==> src/rtl/shiftreg_seq_ctrl_if.sv <==
// Word-side handshake bundle for the shift-chain sequencer.
// The host (master) offers a parallel word plus a length; the sequencer
// (slave) raises in_ready while it can take one.
interface shiftreg_seq_ctrl_if #(
  parameter int WIDTH = 8,
  parameter int LW    = 4
);
  logic             in_valid;
  logic             in_ready;
  logic [WIDTH-1:0] in_data;
  logic [LW-1:0]    in_len;

  modport master (
    output in_valid,
    output in_data,
    output in_len,
    input  in_ready
  );

  modport slave (
    input  in_valid,
    input  in_data,
    input  in_len,
    output in_ready
  );
endinterface

==> src/rtl/shiftreg_seq_ctrl.sv <==
// Serializer that feeds a DEPTH-stage DFF shift chain.
// A word taken over the valid/ready handshake is presented LSB-first on
// sdo_o, one bit per clock, followed by zero padding until the last data bit
// has travelled to the chain output; done_o pulses in exactly that cycle.
// Every output comes straight from a flop, so nothing on the serial side
// depends combinationally on the host inputs.
module shiftreg_seq_ctrl #(
  parameter int WIDTH = 8,
  parameter int DEPTH = 4,
  parameter int LW    = 4
) (
  input  logic                clk,
  input  logic                rst,
  shiftreg_seq_ctrl_if.slave  in_if,
  output logic                sdo_o,
  output logic                sdo_valid_o,
  output logic                busy_o,
  output logic                done_o,
  output logic [LW-1:0]       bit_cnt_o
);

  // The pad counter only has to reach DEPTH-1; keep it at least one bit wide
  // so a DEPTH=1 build still elaborates (it is simply never advanced there).
  localparam int            PW       = (DEPTH > 1) ? $clog2(DEPTH) : 1;
  localparam logic [PW-1:0] PAD_LAST = PW'(DEPTH - 1);
  localparam logic [PW-1:0] PAD_ONE  = PW'(1);
  localparam logic [LW-1:0] WIDTH_L  = LW'(WIDTH);
  localparam logic [LW-1:0] CNT_ONE  = LW'(1);

  typedef enum logic [1:0] {
    S_IDLE,
    S_SHIFT,
    S_FLUSH,
    S_DONE
  } state_t;

  state_t           state_q, state_d;
  logic [WIDTH-1:0] shift_q, shift_d;
  logic [LW-1:0]    len_q, len_d;
  logic [LW-1:0]    bit_cnt_q, bit_cnt_d;
  logic [PW-1:0]    pad_q, pad_d;
  logic             sdo_q, sdo_d;
  logic             sdo_valid_q, sdo_valid_d;
  logic             in_ready_q, in_ready_d;
  logic             busy_q, busy_d;
  logic             done_q, done_d;
  logic             xfer;

  // A requested length of zero, or one longer than the word, means "whole word".
  function automatic logic [LW-1:0] eff_len(input logic [LW-1:0] len);
    if ((len == '0) || (len > WIDTH_L)) begin
      return WIDTH_L;
    end
    return len;
  endfunction

  // in_ready_q is only ever high in IDLE, so this is the handshake edge.
  assign xfer = in_if.in_valid && in_ready_q;

  // Next-state and registered-output computation.
  always_comb begin
    state_d     = state_q;
    shift_d     = shift_q;
    len_d       = len_q;
    bit_cnt_d   = bit_cnt_q;
    pad_d       = pad_q;
    sdo_d       = 1'b0;
    sdo_valid_d = 1'b0;

    unique case (state_q)
      S_IDLE: begin
        if (xfer) begin
          // Bit 0 goes out on the transfer edge itself; the buffer keeps
          // the remaining bits already shifted down by one.
          state_d     = S_SHIFT;
          shift_d     = {1'b0, in_if.in_data[WIDTH-1:1]};
          len_d       = eff_len(in_if.in_len);
          sdo_d       = in_if.in_data[0];
          sdo_valid_d = 1'b1;
          bit_cnt_d   = CNT_ONE;
        end
      end

      S_SHIFT: begin
        if (bit_cnt_q == len_q) begin
          // All data bits are out; bit_cnt holds at L from here on.
          if (DEPTH == 1) begin
            state_d = S_DONE;
          end else begin
            state_d = S_FLUSH;
            pad_d   = PAD_ONE;
          end
        end else begin
          sdo_d       = shift_q[0];
          sdo_valid_d = 1'b1;
          shift_d     = {1'b0, shift_q[WIDTH-1:1]};
          bit_cnt_d   = bit_cnt_q + CNT_ONE;
        end
      end

      S_FLUSH: begin
        // Zeros keep pushing the last data bit down the chain.
        if (pad_q == PAD_LAST) begin
          state_d = S_DONE;
        end else begin
          pad_d = pad_q + PAD_ONE;
        end
      end

      S_DONE: begin
        state_d   = S_IDLE;
        bit_cnt_d = '0;
        pad_d     = '0;
      end

      default: begin
        state_d   = S_IDLE;
        bit_cnt_d = '0;
        pad_d     = '0;
      end
    endcase

    // Status flags are decoded from the next state so they can be registered.
    in_ready_d = (state_d == S_IDLE);
    busy_d     = (state_d != S_IDLE);
    done_d     = (state_d == S_DONE);
  end

  // State and output registers; reset drops any partial word immediately.
  always_ff @(posedge clk or posedge rst) begin
    if (rst) begin
      state_q     <= S_IDLE;
      shift_q     <= '0;
      len_q       <= '0;
      bit_cnt_q   <= '0;
      pad_q       <= '0;
      sdo_q       <= 1'b0;
      sdo_valid_q <= 1'b0;
      in_ready_q  <= 1'b1;
      busy_q      <= 1'b0;
      done_q      <= 1'b0;
    end else begin
      state_q     <= state_d;
      shift_q     <= shift_d;
      len_q       <= len_d;
      bit_cnt_q   <= bit_cnt_d;
      pad_q       <= pad_d;
      sdo_q       <= sdo_d;
      sdo_valid_q <= sdo_valid_d;
      in_ready_q  <= in_ready_d;
      busy_q      <= busy_d;
      done_q      <= done_d;
    end
  end

  assign in_if.in_ready = in_ready_q;
  assign sdo_o          = sdo_q;
  assign sdo_valid_o    = sdo_valid_q;
  assign busy_o         = busy_q;
  assign done_o         = done_q;
  assign bit_cnt_o      = bit_cnt_q;

endmodule

==> src/flat_wrapper.sv <==
// flat-port wrapper written by rule: the top's interface ports become plain ports
module shiftreg_seq_ctrl_flat 
#(
  parameter int WIDTH = 8,
  parameter int DEPTH = 4,
  parameter int LW    = 4
)
  (clk, rst, sdo_o, sdo_valid_o, busy_o, done_o, bit_cnt_o, in_if_in_valid, in_if_in_data, in_if_in_len, in_if_in_ready);
  shiftreg_seq_ctrl_if #(.WIDTH(WIDTH), .LW(LW)) in_if_i ();
  input  logic clk;
  input  logic rst;
  output logic sdo_o;
  output logic sdo_valid_o;
  output logic busy_o;
  output logic done_o;
  output logic [LW-1:0] bit_cnt_o;
  input wire logic [$bits(in_if_i.in_valid)-1:0] in_if_in_valid;
  input wire logic [$bits(in_if_i.in_data)-1:0] in_if_in_data;
  input wire logic [$bits(in_if_i.in_len)-1:0] in_if_in_len;
  output wire logic [$bits(in_if_i.in_ready)-1:0] in_if_in_ready;
  assign in_if_i.in_valid = in_if_in_valid;
  assign in_if_i.in_data = in_if_in_data;
  assign in_if_i.in_len = in_if_in_len;
  assign in_if_in_ready = in_if_i.in_ready;
  shiftreg_seq_ctrl #(.WIDTH(WIDTH), .DEPTH(DEPTH), .LW(LW)) u_core (.clk(clk), .rst(rst), .in_if(in_if_i), .sdo_o(sdo_o), .sdo_valid_o(sdo_valid_o), .busy_o(busy_o), .done_o(done_o), .bit_cnt_o(bit_cnt_o));
endmodule
==> config.mk <==
export PLATFORM = sky130hd
export DESIGN_NAME = shiftreg_seq_ctrl_flat
export DESIGN_NICKNAME = d
export VERILOG_FILES = /design/src/rtl/shiftreg_seq_ctrl_if.sv /design/src/rtl/shiftreg_seq_ctrl.sv /design/src/flat_wrapper.sv
export SDC_FILE = /design/constraint.sdc
export NUM_CORES = 1
export LEC_CHECK = 0
export ABC_AREA = 1
export ABC_CLOCK_PERIOD_IN_PS = 3200
export CAP_MARGIN = 0
export CORE_ASPECT_RATIO = 1.25
export CORE_MARGIN = 3
export CORE_UTILIZATION = 50
export CTS_CLUSTER_SIZE = 8
export DETAILED_ROUTE_END_ITERATION = 6
export PLACE_DENSITY = 0.87
export SYNTH_ARGS = -nofsm -noshare
export SYNTH_HDL_FRONTEND = slang
export SYNTH_SLANG_ARGS = --single-unit
==> constraint.sdc <==
create_clock -name clk -period 3.2 [get_ports clk]
set_input_delay 0.48 -clock clk [delete_from_list [all_inputs] [get_ports clk]]
set_output_delay 0.48 -clock clk [all_outputs]
set_load 0.005 [all_outputs]
[Word-level counts from Yosys, hierarchy flattened]
Cells that the tools add are included.
Word-level totals
  register bits after elaboration: 25
  latch bits: 0
  bits in writable memories: 0
  memory bits (read-only): 0
  input bits: 15
  memories: 0
Operators by class
  add/sub/neg operators: 2
  $mul: 0
  divide/modulo/power cells: 0
  $lt $le $gt $ge: 1
  eq/ne operators: 10
  shifts and indexed selects: 0
  mux-type cells: 24
  bitwise operators: 0
  reduce and logical (&&, ||, !) cells: 13
Operator list (count)
  4-bit 2-to-1 mux: 4
  8-bit 2-to-1 mux: 2
  8-bit case mux with 2 select lines: 1
  4-bit case mux with 3 select lines: 1
  2-bit 2-to-1 mux: 5
  3-bit AND reduction: 3
  2-bit == test, second input constant: 4
  2-bit case mux with 4 select lines: 1
  1-bit 2-to-1 mux: 7
  2-bit case mux with 3 select lines: 1
  3-bit nonzero test: 2
  4-bit by 1-bit adder with 4-bit output, second input constant: 1
  4-bit == test: 1
  4-bit > comparator, second input constant: 1
  2-bit logical NOT: 2
  4-bit logical NOT: 1
  2-bit by 1-bit inequality test with 1-bit output, second input constant: 2
  2-bit inequality test, second input constant: 2
  1-bit case mux with 2 select lines: 2
  2-bit nonzero test: 2
  2-bit by 1-bit adder with 2-bit output, second input constant: 1
  2-bit by 1-bit == test with 1-bit output, second input constant: 1
  2-bit AND reduction: 1
  1-bit logical AND: 1
  1-bit logical OR: 1

[Logic depth before layout (Yosys ltp)]
  depth in word-level cells: 6
  gate-level depth with buffers: 9
  gate-level depth less buffers: 9

[Worst setup path after synthesis]
Ideal clock, no wire load.
  path type: register to register
  start point: register u_core.in_ready_q, in the netlist u_core.in_if.in_ready
  end point: register u_core.shift_q[0]
  setup time: 0.118 ns
  arrival: 1.144 ns
  data required time: 3.082 ns
  slack: 1.938 ns
  stages on the path, launching flop included: 6
  path through: dfstp_2 -> nand2_1 -> nor3_4 -> inv_2 -> nand3_1 -> nand2_1
Between the ends
  longest elaborated chain between the ends: 3
RTL lines
  start, declared: line shiftreg_seq_ctrl.sv:44  | logic in_ready_q, in_ready_d;
  start signal, assigned: line shiftreg_seq_ctrl.sv:150  | in_ready_q <= in_ready_d;
  1-bit logical AND: line shiftreg_seq_ctrl.sv:58  | assign xfer = in_if.in_valid && in_ready_q;
  2-bit by 1-bit inequality test with 1-bit output (no source line)
  3-bit AND reduction (no source line)
  end signal, assigned: line shiftreg_seq_ctrl.sv:144  | shift_q <= shift_d;
  end, declared: line shiftreg_seq_ctrl.sv:38  | logic [WIDTH-1:0] shift_q, shift_d;
No other way between the ends.
A chain may end at the register's enable or synchronous reset.

[Worst setup path in the final report]
  start point: register u_core.bit_cnt_q[0], in the netlist u_core.bit_cnt_o[0]
  end point: output bit_cnt_o[0]
RTL lines
  start, declared: line shiftreg_seq_ctrl.sv:40  | logic [LW-1:0] bit_cnt_q, bit_cnt_d;
  start signal, assigned: line shiftreg_seq_ctrl.sv:146  | bit_cnt_q <= bit_cnt_d;
  end, declared: line flat_wrapper.sv:16  | output logic [LW-1:0] bit_cnt_o;
No word-level cell between the ends.

==> reports/results.txt <==
Post-synthesis sequential area ratio - 0.483
Clock share of power - 0.101
CP Buf/Inv Count - 1
Via count - 1086
Endpoints failing setup - 0
Layout area overhead - 21.9%
Worst setup SP type - register
Worst Hold Depth - 2
Setup TNS - 0 ps
Cells after Synth - 156
Number of CTS-inserted buffers - 3
Initial core utilization - 0.546
Largest net degree at the start of global routing - 25
Row Count - 19
H-tree Lvls - 1
Clk pin slew, worst setup/hold paths - 120 ps
R2r setup slk - 1620 ps
Worst hold endpoint - u_core.pad_q[1]
Crit path capture type - output port
First-pass GRT wire length - 4.39 mm
Post-DP HPWL - 1.94 mm
#FFs+latches synth - 24
CTS root buf - clkbuf_4
Vias in the first global route - 1067
Min-delay src - u_core.pad_q[1]
# diodes - 0
CTS Sinks - 24
Slew Viols, Final - 0
Outcome - complete, no violations
P_int - 751 uW
Post-cts sizing count - 0
Proportion of layout cells with a drive suffix above 1 - 0.122
CP arrival - 1380 ps
Slowest CP cell - clkdlybuf4s50_1
Vias per inst - 5.12
Switching power - 571 uW
Post-synth net total - 173
Routed Antenna Nets - 0
Core area - 2280 um^2
DRC Markers - 0
Worst slew pin tran - 888 ps
Final GP Congestion - 0.796
RSZ-0062 raised after global routing - false
WL/cell - 11.9 um
Top delay family on crit path - buffers and inverters
Die area - 3130 um^2
CP Max Fanout - 8
R2R cell count - 7
Synth unique cells - 22
Min Hold Slack - 509 ps
Fmax - 0.537 GHz
Reg2reg end - u_core.bit_cnt_o[1]
Clk Latency, worst-skew pair - 310 ps
Net Sw Frac - 0.432
Period minus WS final - 1860 ps
Lkg Pwr - 0.000784 uW
Flop pwr share - 0.410
IO Pins - 24
Relative slew slack - 0.408
Yosys warns - 0
Crit-path cells - clkdlybuf4s50_1
Nets - 199
Post-CTS setup buffer count - 0
Die width - 50.6 um
Avg Cell Area, Syn - 7.98 um^2
Hold buffers post-CTS - 0
Pre-CTS setup slack - 1350 ps
Netlist Area Pre-Place - 1240 um^2
Max-cap viol count - 0
Initial antenna violation count - 0
Hold Vio Cnt, Final - 0
PnR worst setup slack - 1340 ps
Max incr delay on CP - 560 ps
PortBufs - 23
Layout Skew - 1.82 ps
Reg-to-Reg Start - u_core.state_q[1]
Die Span Y - 61.8 um
TritonCTS clock tree - built
Clock Tree Buf Depth - 2
Setup CP Type - register to output port
Global Route Usage Sum - 0.182
Total Routed Length - 2.52 mm
Worst Path Required - 2720 ps
Worst min-delay path category - register to register
Pwr dens - 871 nW/um^2
Comb power frac - 0.488
Detailed Route Iter0 Violations - 14
Grt ovf - 0
Final period utilization - 0.582
Worst vdd ir - 495 uV
Pre-Repair DR Iteration Count - 4
-- how the worst max path moves through the flow --
stage                               start           endpoint  slack [ps]  cells after the start
floorplan           u_core.in_if.in_ready  u_core.shift_q[0]        1940                      5
global placement           in_if_in_valid  u_core.shift_q[4]        1390                      6
detailed placement         in_if_in_valid  u_core.shift_q[6]        1350                      6
CTS                   u_core.bit_cnt_o[0]       bit_cnt_o[0]        1310                      1
global route          u_core.bit_cnt_o[0]       bit_cnt_o[0]        1270                      1
finish                u_core.bit_cnt_o[0]       bit_cnt_o[0]        1340                      1
-- cell usage after synthesis --
cell	number	area, um^2
nand2_1	61	229
dfrtp_1	23	576
nand3_1	20	100
inv_1	12	45.0
inv_2	7	26.3
nor2_1	4	15.0
o21ai_0	4	20.0
nand4_1	3	18.8
nor2_2	3	18.8
buf_6	2	22.5
ha_1	2	25.0
nand2_2	2	12.5
nand2_4	2	22.5
nand3_2	2	20.0
nand3b_1	2	15.0
a21oi_2	1	8.76
dfstp_2	1	26.3
nor3_4	1	16.3
o21a_1	1	7.51
o21ai_1	1	5.00
o22ai_1	1	6.26
xor2_1	1	8.76
-- per-stage QoR --
step	total power [uW]	cells	utilization	area, um^2
floorplan	1000	156	-	1240
global placement	1150	208	0.654	1490
detailed placement	1200	208	0.654	1490
CTS	1330	212	0.665	1520
global route	1450	212	0.665	1520
finish	1320	212	0.665	1520
-- cell type report --
| type | instances | area, um^2 |
|---|---|---|
| inverter | 19 | 71.3 |
| multi-input combinational | 111 | 549 |
| timing repair buffer | 23 | 230 |
| tap | 31 | 38.8 |
| sequential | 24 | 602 |
| clock buffer | 4 | 26.3 |
| fill | 197 | 764 |
-- power groups by stage --
stage                     Clock (uW)  Sequential [uW]  Combinational [uW]
after CTS                        140              542                 653
final                            134              542                 645
after global routing             148              564                 734
after detailed placement           0              548                 650
after floorplan                    0              530                 472
after global placement             0              540                 613
-- registers in the layout, indices dropped and copies added (netlist names), 2 cells and up --
signal and cells:
u_core.bit_cnt_o 4, u_core.shift_q 7, u_core.len_q 4, u_core.state_q 2, u_core.pad_q 2
-- per-layer routing --
metal / share of wire / GRT usage / wire [um]
met1: 0.43 / 0.217 / 1090
met3: 0.036 / 0.0263 / 91
met5: 0 / 0 / 0
met2: 0.52 / 0.334 / 1310
met4: 0.013 / 0.0769 / 34
-- placed cells by master, fill, tap and decap left out, drive strengths merged, types with 2 or more instances in the layout --
| cell | count |
|---|---|
| clkdlybuf4s50 | 23 |
| nor2 | 7 |
| nand4 | 3 |
| nand3 | 22 |
| inv | 19 |
| nand2 | 65 |
| nand3b | 2 |
| dfrtp | 23 |
| ha | 2 |
| clkbuf | 4 |
| o21ai | 5 |
-- cell families (layout without fill, tap and decap cells) --
| group | count (synthesis) | in the layout | synth area share |
|---|---|---|---|
| fa+ha+maj | 2 | 2 | 0.0201 |
| buf+inv | 21 | 46 | 0.0754 |
| xor+xnor | 1 | 1 | 0.00704 |
| compound gates | 8 | 8 | 0.0382 |
| simple gates | 100 | 100 | 0.376 |
| flops | 24 | 24 | 0.483 |
Note: power is estimated with default switching activity, not from simulation.
